<file path="src/rtl/svm_axis_master_pkg.sv">
// svm_axis_pkg: shared state encoding, default parameters and FIFO entry layout for the AXIS master
package svm_axis_pkg;

    localparam int DEF_WIDTH     = 16;
    localparam int DEF_TDATA_W   = 32;
    localparam int DEF_ADDR_W    = 32;
    localparam int DEF_ADDR_STEP = 4;
    localparam int DEF_LEN_W     = 16;

    typedef enum logic [1:0] {IDLE, RUN, DRAIN, DONE} state_t;

    typedef struct packed {
        logic [DEF_TDATA_W-1:0] data;
        logic                   last;
    } fifo_entry_t;

endpackage

</file>
<file path="src/rtl/svm_axis_master_if.sv">
// svm_axis_master_if: control, BRAM and AXI-Stream signals of the stream transmitter
interface svm_axis_master_if import svm_axis_pkg::*; #(
    parameter int WIDTH                = DEF_WIDTH,
    parameter int C_M_AXIS_TDATA_WIDTH = DEF_TDATA_W,
    parameter int MEM_ADDR_WIDTH       = DEF_ADDR_W,
    parameter int LEN_WIDTH            = DEF_LEN_W
);
    logic                                start;
    logic [MEM_ADDR_WIDTH-1:0]           base_addr;
    logic [LEN_WIDTH-1:0]                length;
    logic                                busy;
    logic                                done;
    logic [MEM_ADDR_WIDTH-1:0]           mem_address;
    logic                                mem_en;
    logic [3:0]                          mem_we;
    logic [WIDTH-1:0]                    mem_rdata;
    logic [C_M_AXIS_TDATA_WIDTH-1:0]     m_axis_tdata;
    logic [C_M_AXIS_TDATA_WIDTH/8-1:0]   m_axis_tstrb;
    logic                                m_axis_tvalid;
    logic                                m_axis_tready;
    logic                                m_axis_tlast;

    modport master (
        input  start, base_addr, length, mem_rdata, m_axis_tready,
        output busy, done, mem_address, mem_en, mem_we,
               m_axis_tdata, m_axis_tstrb, m_axis_tvalid, m_axis_tlast
    );

    modport slave (
        output start, base_addr, length, mem_rdata, m_axis_tready,
        input  busy, done, mem_address, mem_en, mem_we,
               m_axis_tdata, m_axis_tstrb, m_axis_tvalid, m_axis_tlast
    );
endinterface

</file>
<file path="src/rtl/svm_axis_master_axis_skid_fifo.sv">
// axis_skid_fifo: 2-entry register FIFO whose head is presented straight from storage registers
module axis_skid_fifo import svm_axis_pkg::*; #(
    parameter int DW = DEF_TDATA_W + 1
) (
    input  logic          clk,
    input  logic          rst_n,
    input  logic          i_push,
    input  logic [DW-1:0] i_din,
    input  logic          i_pop,
    output logic [DW-1:0] o_dout,
    output logic          o_valid,
    output logic [1:0]    o_count
);
    logic [DW-1:0] r_mem [2];
    logic          r_wr;
    logic          r_rd;
    logic [1:0]    r_cnt;
    logic          w_pop;

    assign w_pop   = i_pop && (r_cnt != 2'd0);
    assign o_dout  = r_mem[r_rd];
    assign o_valid = (r_cnt != 2'd0);
    assign o_count = r_cnt;

    // storage, pointers and occupancy; push and pop may coincide, including when full
    always_ff @(posedge clk or negedge rst_n) begin
        if (!rst_n) begin
            r_mem[0] <= '0;
            r_mem[1] <= '0;
            r_wr     <= 1'b0;
            r_rd     <= 1'b0;
            r_cnt    <= 2'd0;
        end else begin
            if (i_push) begin
                r_mem[r_wr] <= i_din;
                r_wr        <= ~r_wr;
            end
            if (w_pop) r_rd <= ~r_rd;
            r_cnt <= r_cnt + {1'b0, i_push} - {1'b0, w_pop};
        end
    end
endmodule

</file>
<file path="src/rtl/svm_axis_master.sv">
// svm_axis_master: reads a block of BRAM samples and streams them sign-extended over AXI-Stream
module svm_axis_master import svm_axis_pkg::*; #(
    parameter int WIDTH                = DEF_WIDTH,
    parameter int C_M_AXIS_TDATA_WIDTH = DEF_TDATA_W,
    parameter int MEM_ADDR_WIDTH       = DEF_ADDR_W,
    parameter int ADDR_STEP            = DEF_ADDR_STEP,
    parameter int LEN_WIDTH            = DEF_LEN_W
) (
    input  logic               clk,
    input  logic               rst,
    svm_axis_master_if.master  bus
);
    localparam int TW = C_M_AXIS_TDATA_WIDTH;

    state_t                    r_state;
    state_t                    w_next;
    logic [MEM_ADDR_WIDTH-1:0] r_addr;
    logic [LEN_WIDTH-1:0]      r_len;
    logic [LEN_WIDTH-1:0]      r_rd_cnt;
    logic                      r_inflight;
    logic                      r_inflight_last;
    logic                      w_issue;
    logic                      w_last_rd;
    logic                      w_pop;
    logic                      w_valid;
    logic [1:0]                w_count;
    logic [TW:0]               w_head;
    logic [TW:0]               w_din;

    assign w_pop     = w_valid && bus.m_axis_tready;
    assign w_last_rd = (r_rd_cnt == r_len - LEN_WIDTH'(1));
    // a read is only issued if its data is guaranteed a FIFO slot once it returns
    assign w_issue   = (r_state == RUN) &&
                       (({1'b0, w_count} + {2'b0, r_inflight} - {2'b0, w_pop}) < 3'd2);
    assign w_din     = {r_inflight_last, TW'($signed(bus.mem_rdata))};

    assign bus.mem_address   = r_addr;
    assign bus.mem_we        = 4'b0000;
    assign bus.m_axis_tstrb  = '1;
    assign bus.m_axis_tdata  = w_head[TW-1:0];
    assign bus.m_axis_tvalid = w_valid;
    assign bus.m_axis_tlast  = w_valid && w_head[TW];

    // state register
    always_ff @(posedge clk or negedge rst) begin
        if (!rst) r_state <= IDLE;
        else      r_state <= w_next;
    end

    // next-state: zero-length commands skip straight to DONE
    always_comb begin
        w_next = r_state;
        unique case (r_state)
            IDLE:    w_next = bus.start ? ((bus.length != '0) ? RUN : DONE) : IDLE;
            RUN:     w_next = (w_issue && w_last_rd) ? DRAIN : RUN;
            DRAIN:   w_next = (w_pop && w_head[TW]) ? DONE : DRAIN;
            default: w_next = IDLE;
        endcase
    end

    // outputs: busy covers the accepting start cycle and drops when done pulses
    always_comb begin
        bus.busy   = (r_state == RUN) || (r_state == DRAIN) || ((r_state == IDLE) && bus.start);
        bus.done   = (r_state == DONE);
        bus.mem_en = w_issue;
    end

    // command capture, address/read counters and the one-cycle read return tracker
    always_ff @(posedge clk or negedge rst) begin
        if (!rst) begin
            r_addr          <= '0;
            r_len           <= '0;
            r_rd_cnt        <= '0;
            r_inflight      <= 1'b0;
            r_inflight_last <= 1'b0;
        end else begin
            if ((r_state == IDLE) && bus.start) begin
                r_addr   <= bus.base_addr;
                r_len    <= bus.length;
                r_rd_cnt <= '0;
            end else if (w_issue) begin
                r_addr   <= r_addr + MEM_ADDR_WIDTH'(ADDR_STEP);
                r_rd_cnt <= r_rd_cnt + LEN_WIDTH'(1);
            end
            r_inflight      <= w_issue;
            r_inflight_last <= w_issue && w_last_rd;
        end
    end

    axis_skid_fifo #(.DW(TW + 1)) u_fifo (
        .clk     (clk),
        .rst_n   (rst),
        .i_push  (r_inflight),
        .i_din   (w_din),
        .i_pop   (w_pop),
        .o_dout  (w_head),
        .o_valid (w_valid),
        .o_count (w_count)
    );
endmodule

</file>
<file path="src/flat_wrapper.sv">
// flat-port wrapper written by rule: the top's interface ports become plain ports
module svm_axis_master_flat import svm_axis_pkg::*;
#(
    parameter int WIDTH                = DEF_WIDTH,
    parameter int C_M_AXIS_TDATA_WIDTH = DEF_TDATA_W,
    parameter int MEM_ADDR_WIDTH       = DEF_ADDR_W,
    parameter int ADDR_STEP            = DEF_ADDR_STEP,
    parameter int LEN_WIDTH            = DEF_LEN_W
)
  (clk, rst, bus_start, bus_base_addr, bus_length, bus_mem_rdata, bus_m_axis_tready, bus_busy, bus_done, bus_mem_address, bus_mem_en, bus_mem_we, bus_m_axis_tdata, bus_m_axis_tstrb, bus_m_axis_tvalid, bus_m_axis_tlast);
  svm_axis_master_if #(.WIDTH(WIDTH), .C_M_AXIS_TDATA_WIDTH(C_M_AXIS_TDATA_WIDTH), .MEM_ADDR_WIDTH(MEM_ADDR_WIDTH), .LEN_WIDTH(LEN_WIDTH)) bus_i ();
  input  logic clk;
  input  logic rst;
  input wire logic [$bits(bus_i.start)-1:0] bus_start;
  input wire logic [$bits(bus_i.base_addr)-1:0] bus_base_addr;
  input wire logic [$bits(bus_i.length)-1:0] bus_length;
  input wire logic [$bits(bus_i.mem_rdata)-1:0] bus_mem_rdata;
  input wire logic [$bits(bus_i.m_axis_tready)-1:0] bus_m_axis_tready;
  output wire logic [$bits(bus_i.busy)-1:0] bus_busy;
  output wire logic [$bits(bus_i.done)-1:0] bus_done;
  output wire logic [$bits(bus_i.mem_address)-1:0] bus_mem_address;
  output wire logic [$bits(bus_i.mem_en)-1:0] bus_mem_en;
  output wire logic [$bits(bus_i.mem_we)-1:0] bus_mem_we;
  output wire logic [$bits(bus_i.m_axis_tdata)-1:0] bus_m_axis_tdata;
  output wire logic [$bits(bus_i.m_axis_tstrb)-1:0] bus_m_axis_tstrb;
  output wire logic [$bits(bus_i.m_axis_tvalid)-1:0] bus_m_axis_tvalid;
  output wire logic [$bits(bus_i.m_axis_tlast)-1:0] bus_m_axis_tlast;
  assign bus_i.start = bus_start;
  assign bus_i.base_addr = bus_base_addr;
  assign bus_i.length = bus_length;
  assign bus_i.mem_rdata = bus_mem_rdata;
  assign bus_i.m_axis_tready = bus_m_axis_tready;
  assign bus_busy = bus_i.busy;
  assign bus_done = bus_i.done;
  assign bus_mem_address = bus_i.mem_address;
  assign bus_mem_en = bus_i.mem_en;
  assign bus_mem_we = bus_i.mem_we;
  assign bus_m_axis_tdata = bus_i.m_axis_tdata;
  assign bus_m_axis_tstrb = bus_i.m_axis_tstrb;
  assign bus_m_axis_tvalid = bus_i.m_axis_tvalid;
  assign bus_m_axis_tlast = bus_i.m_axis_tlast;
  svm_axis_master #(.WIDTH(WIDTH), .C_M_AXIS_TDATA_WIDTH(C_M_AXIS_TDATA_WIDTH), .MEM_ADDR_WIDTH(MEM_ADDR_WIDTH), .ADDR_STEP(ADDR_STEP), .LEN_WIDTH(LEN_WIDTH)) u_core (.clk(clk), .rst(rst), .bus(bus_i));
endmodule
</file>
<file path="config.mk">
export PLATFORM = sky130hd
export DESIGN_NAME = svm_axis_master_flat
export DESIGN_NICKNAME = d
export VERILOG_FILES = /design/src/rtl/svm_axis_master_pkg.sv /design/src/rtl/svm_axis_master_if.sv /design/src/rtl/svm_axis_master_axis_skid_fifo.sv /design/src/rtl/svm_axis_master.sv /design/src/flat_wrapper.sv
export SDC_FILE = /design/constraint.sdc
export NUM_CORES = 1
export LEC_CHECK = 0
export CAP_MARGIN = 20
export CORE_ASPECT_RATIO = 0.6
export CORE_MARGIN = 5
export CORE_UTILIZATION = 50
export DETAILED_ROUTE_END_ITERATION = 16
export GPL_TIMING_DRIVEN = 0
export PLACE_DENSITY = 0.79
export SLEW_MARGIN = 15
export SYNTH_ARGS = -nofsm -noshare
export SYNTH_HDL_FRONTEND = slang
export SYNTH_SLANG_ARGS = --single-unit
</file>
<file path="constraint.sdc">
create_clock -name clk -period 5.1 [get_ports clk]
set_input_delay 1.53 -clock clk [delete_from_list [all_inputs] [get_ports clk]]
set_output_delay 1.53 -clock clk [all_outputs]
set_load 0.005 [all_outputs]
</file>
==> results.md <==
- The leftover overflow at the end of global routing is 0.
- The die is 148 um wide.
- The mean instance size in the synthesized netlist is 9.98 um^2.
- Summed over all nets, the half-perimeter wirelength after detailed placement is 11.5 mm.
- At the worst endpoint, the required time is 3570 ps.
- For this design, the sink count on the clock tree is 106.
- The worst min-delay path category is reg -> reg.
- The share of the yosys chip area belonging to registers is 46.1%.
- On the worst path, the slowest cell contributes a delay of 420 ps.
- Summed over all instances, the cell type with the most area after synthesis is sky130_fd_sc_hd__dfrtp_1.
- The die height is 93.1 um.
- After layout, the minimum clock period comes to 4920 ps.
- The proportion of register bits with asynchronous set or reset after synthesis is 100%.
- The highest ir drop seen on vdd is 0.254 mV.
- The clock arrives with 7.12 ps of skew.
- In the global route stage, overall resource usage came out at 22.7%.
- The latest clock arrival within the worst-skew pair is 350 ps.
- The initial antenna violation count is 0.
- The clock tree root buffer cell is sky130_fd_sc_hd__clkbuf_16.
- The H-tree generated during clock tree synthesis spans 3 levels.
- Along the worst path, the maximum fanout reaches 11.
- Clock-pin slew was measured on the worst setup and hold paths at 70 ps.
- Pin placement for this block handled 145 I/O pins.
- Summed over all cells, the static leakage comes to 3.21 nW.
- With fillers left out, the area of the finished cells amounts to 7660 um^2.
- The setup-violating endpoint count in the final report is 0.
- Entering global routing, the biggest net connects 56 pins.
- The slowest stage of the critical path belongs to the cell sky130_fd_sc_hd__fa_1.
- The fraction of final layout cells sized beyond drive strength 1 is 15.3%.
- 0 antenna diodes ended up in the layout.
- After layout, the worst setup slack is 184 ps.
- In this design, the largest share of critical-path delay is due to adder cells.
- Counting every instance in the synthesized netlist gives 576.
- Synthesis inferred 106 register bits.
- Sorting the synthesized cells by how often they occur yields sky130_fd_sc_hd__dfrtp_1 (106), sky130_fd_sc_hd__nand2_1 (100), sky130_fd_sc_hd__mux2_2 (50).
- The number of pins with negative max-slew slack in the final report is 0.
- Summing all placed instances gives a cell area of 7340 um^2.
- Counting instances, the worst hold path has a depth of 1.
- In the synthesized netlist the dominant register cell turns out to be sky130_fd_sc_hd__dfrtp_1.
- The routed design has 15.2 mm of wire.
- The signal on the critical path passes through dlygate4sd2_1 > and2_1 > ha_1 > nor2b_2 > fa_1 > nor2b_2 > and2_4 > buf_12 > clkbuf_2.
- Compared with the post-synthesis result, the final layout area differs by 33.2%.
- The worst-case reg-to-reg path depth is 14.
- For this run, design rule violations remaining after detail routing come to 0.
- The flow ran to the end, and the final reports show no timing, DRC or antenna violations.
- Row generation in the floorplan step produced 30 rows.
- The sum of buffers and inverters on the critical path is 3.
- The startpoint of the lowest-slack hold path is u_core.r_inflight.
- The reported max-cap violation count is 0.
- Using the TritonRoute via totals, the vias-per-cell ratio works out to 5.37.
- Setup repair after global routing left no endpoint under its margin.
- The net count of the finished layout is 811.
- In the finished design, the share of the clock period the worst path needs comes to 96.4%.
- The average wire length per cell after detail routing is 17.3 um.
- In the final timing run, aggregate negative setup slack is 0 ps.
- Counting flops with a built-in enable in the synthesized netlist gives 0.
- For this block, the initial DRC count from the detailed router was 308.
- The via count of the first global-routing pass came to 4,821.
- The worst register-to-register path ends at u_core.bus.mem_address[12].
- Derived from the worst setup path, the maximum achievable clock frequency is 203 MHz.
- In this run, CTS created clock tree buffers numbering 9.
- The worst register-to-register path begins at u_core.u_fifo.o_count[1].
- The area of the die is 13,800 um^2.
- The top cell type by area accounts for 46.1% of the synthesized area.
- The count of endpoints failing hold in the final timing report came to 0.
- The startpoint kind of the worst setup timing path is a primary input.
- The number of antenna-violating nets in the routed design is 0.
- The number of I/O port buffers is 136.
- The cell depth of the worst setup path is 9.
- The clock tree from TritonCTS is yes.
- The most frequent cell after synthesis is sky130_fd_sc_hd__dfrtp_1.
- The first global-routing pass estimated 25.0 mm of wire.
- Buffers inserted to repair hold after CTS numbered 0.
- The starting density of the core is 51.1%.
- The worst slew margin relative to its limit is 51.1%.
- After synthesis, the netlist uses 46 different library cells.
- Timing analysis after detailed placement gives a worst setup slack of -748 ps.
- The dominant cell type by count on the critical path is sky130_fd_sc_hd__nor2b_2.
- The synthesized cell area is 5750 um^2.
- The total iterations of the first detailed-routing run is 5.
- The worst setup path is captured at an output port.
- The Yosys warning count is 0.
- In this run the deepest clock path goes through 2 buffers.
- Power spread over the standard cell area amounts to 554 nW/um^2.
- Setup slack on the worst reg-to-reg path comes out at 1810 ps.
- After filler insertion, the fill cell instance count of the layout stands at 869.
- Routability-driven placement finished with a final weighted congestion of 0.892.
- The endpoint of the worst hold-timing path is u_core.u_fifo.r_wr.
- The area of the core region is 11,300 um^2.
- Data arrives at the worst endpoint at 3390 ps.
- The kind of critical path is in -> out.
- Yosys attributes the largest share of cell area to sky130_fd_sc_hd__dfrtp_1 (46%), sky130_fd_sc_hd__mux2_2 (9.8%), sky130_fd_sc_hd__nand2_1 (6.5%), sky130_fd_sc_hd__xor2_1 (5.2%), sky130_fd_sc_hd__xnor2_1 (4.4%).
- At the pin with the least slew margin, the transition time is 731 ps.
- The total via count in the routed design is 4,730.
==> timing repair <==
action                                  4_1_cts  5_1_grt
setup buffers                                 2        0
pin swaps                                     1        1
resized for setup                             9        2
hold endpoints to repair                      0        0
endpoints found under the setup margin        1        1
==> worst max path at each step <==
stage	from	end	slack, ps
2_1_floorplan	bus_m_axis_tready	bus_mem_en	600
3_3_place_gp	rst	u_core.u_fifo.r_mem[41]	-1380
3_5_place_dp	bus_m_axis_tready	bus_mem_en	-750
4_1_cts	bus_m_axis_tready	bus_mem_en	50
5_1_grt	bus_m_axis_tready	bus_mem_en	90
6_report	bus_m_axis_tready	bus_mem_en	180
==> flip-flops by register name, summed over array words and instances (netlist names) <==
| register | count |
|---|---|
| u_core.bus.mem_address | 32 |
| u_core.r_inflight | 1 |
| u_core.r_inflight_last | 1 |
| u_core.r_len | 16 |
| u_core.r_rd_cnt | 16 |
| u_core.r_state | 2 |
| u_core.u_fifo.o_count | 2 |
| u_core.u_fifo.r_mem | 34 |
| u_core.u_fifo.r_rd | 1 |
| u_core.u_fifo.r_wr | 1 |
==> cells in the final DEF, fill, tap and decap left out, drive strengths merged, types with 2 or more instances in the layout <==
cell type	instances
clkdlybuf4s50	133
dfrtp	106
nand2	100
mux2	50
o21ai	38
xor2	34
buf	33
nor2	31
xnor2	29
clkbuf	27
inv	18
nand4	14
a21oi	11
nand3	11
and3	10
ha	10
and2	9
conb	8
nor3	7
nor4	7
mux2i	6
and4	6
or3	5
o2111ai	4
nor2b	4
nand3b	3
a31oi	3
nand4b	2
o22ai	2
o211ai	2
clkinvlp	2
clkinv	2
==> routing by layer <==
| metal | vias to the layer above | wire [um] | GRT usage (%) |
|---|---|---|---|
| met5 | - | 0 | 0 |
| met4 | 0 | 203 | 5.69 |
| met3 | 17 | 1040 | 5.52 |
| met2 | 159 | 6720 | 33.8 |
| met1 | 2304 | 7250 | 33.2 |
| li1 | 2250 | - | - |
==> per-stage QoR <==
stage	power (W)	util [%]	hold slack, ps	cells
after CTS	0.00428	68.0	495	881
final	0.00424	68.0	492	881
after detailed placement	0.00351	65.2	479	863
after global placement	0.00342	65.0	464	862
after global routing	0.00452	68.0	520	881
after floorplan	0.00249	-	461	582
==> power breakdown <==
part	internal [W]	leakage (nW)	switching (W)
logic	0.00128	1.79	0.000828
registers	0.00116	1.29	0.000304
clock network	0.000340	0.136	0.000331
==> cells by family after synthesis <==
family | count (synthesis) | share of synthesized area (%)
and+or+nand+nor | 215 | 18.8
muxes | 56 | 10.8
buffers and inverters | 61 | 5.87
DFF | 106 | 46.1
adders and majority gates | 11 | 2.52
xor gates and xnor gates | 63 | 9.60
other | 2 | 0.131
AOI/OAI and AO/OA | 62 | 6.11
==> layout make-up <==
| type | count | area (um^2) | share of cell area (%) |
|---|---|---|---|
| Clock buffer | 9 | 225 | 2.94 |
| Buffer | 46 | 297 | 3.87 |
| Timing Repair Buffer | 139 | 1400 | 18.3 |
| Tap cell | 144 | 180 | 2.35 |
| Inverter | 15 | 56.3 | 0.735 |
| Clock inverter | 7 | 60.1 | 0.784 |
| Sequential cell | 106 | 2650 | 34.6 |
| Multi-Input combinational cell | 415 | 2790 | 36.4 |
No activity file was read; power rests on OpenSTA's default activity.
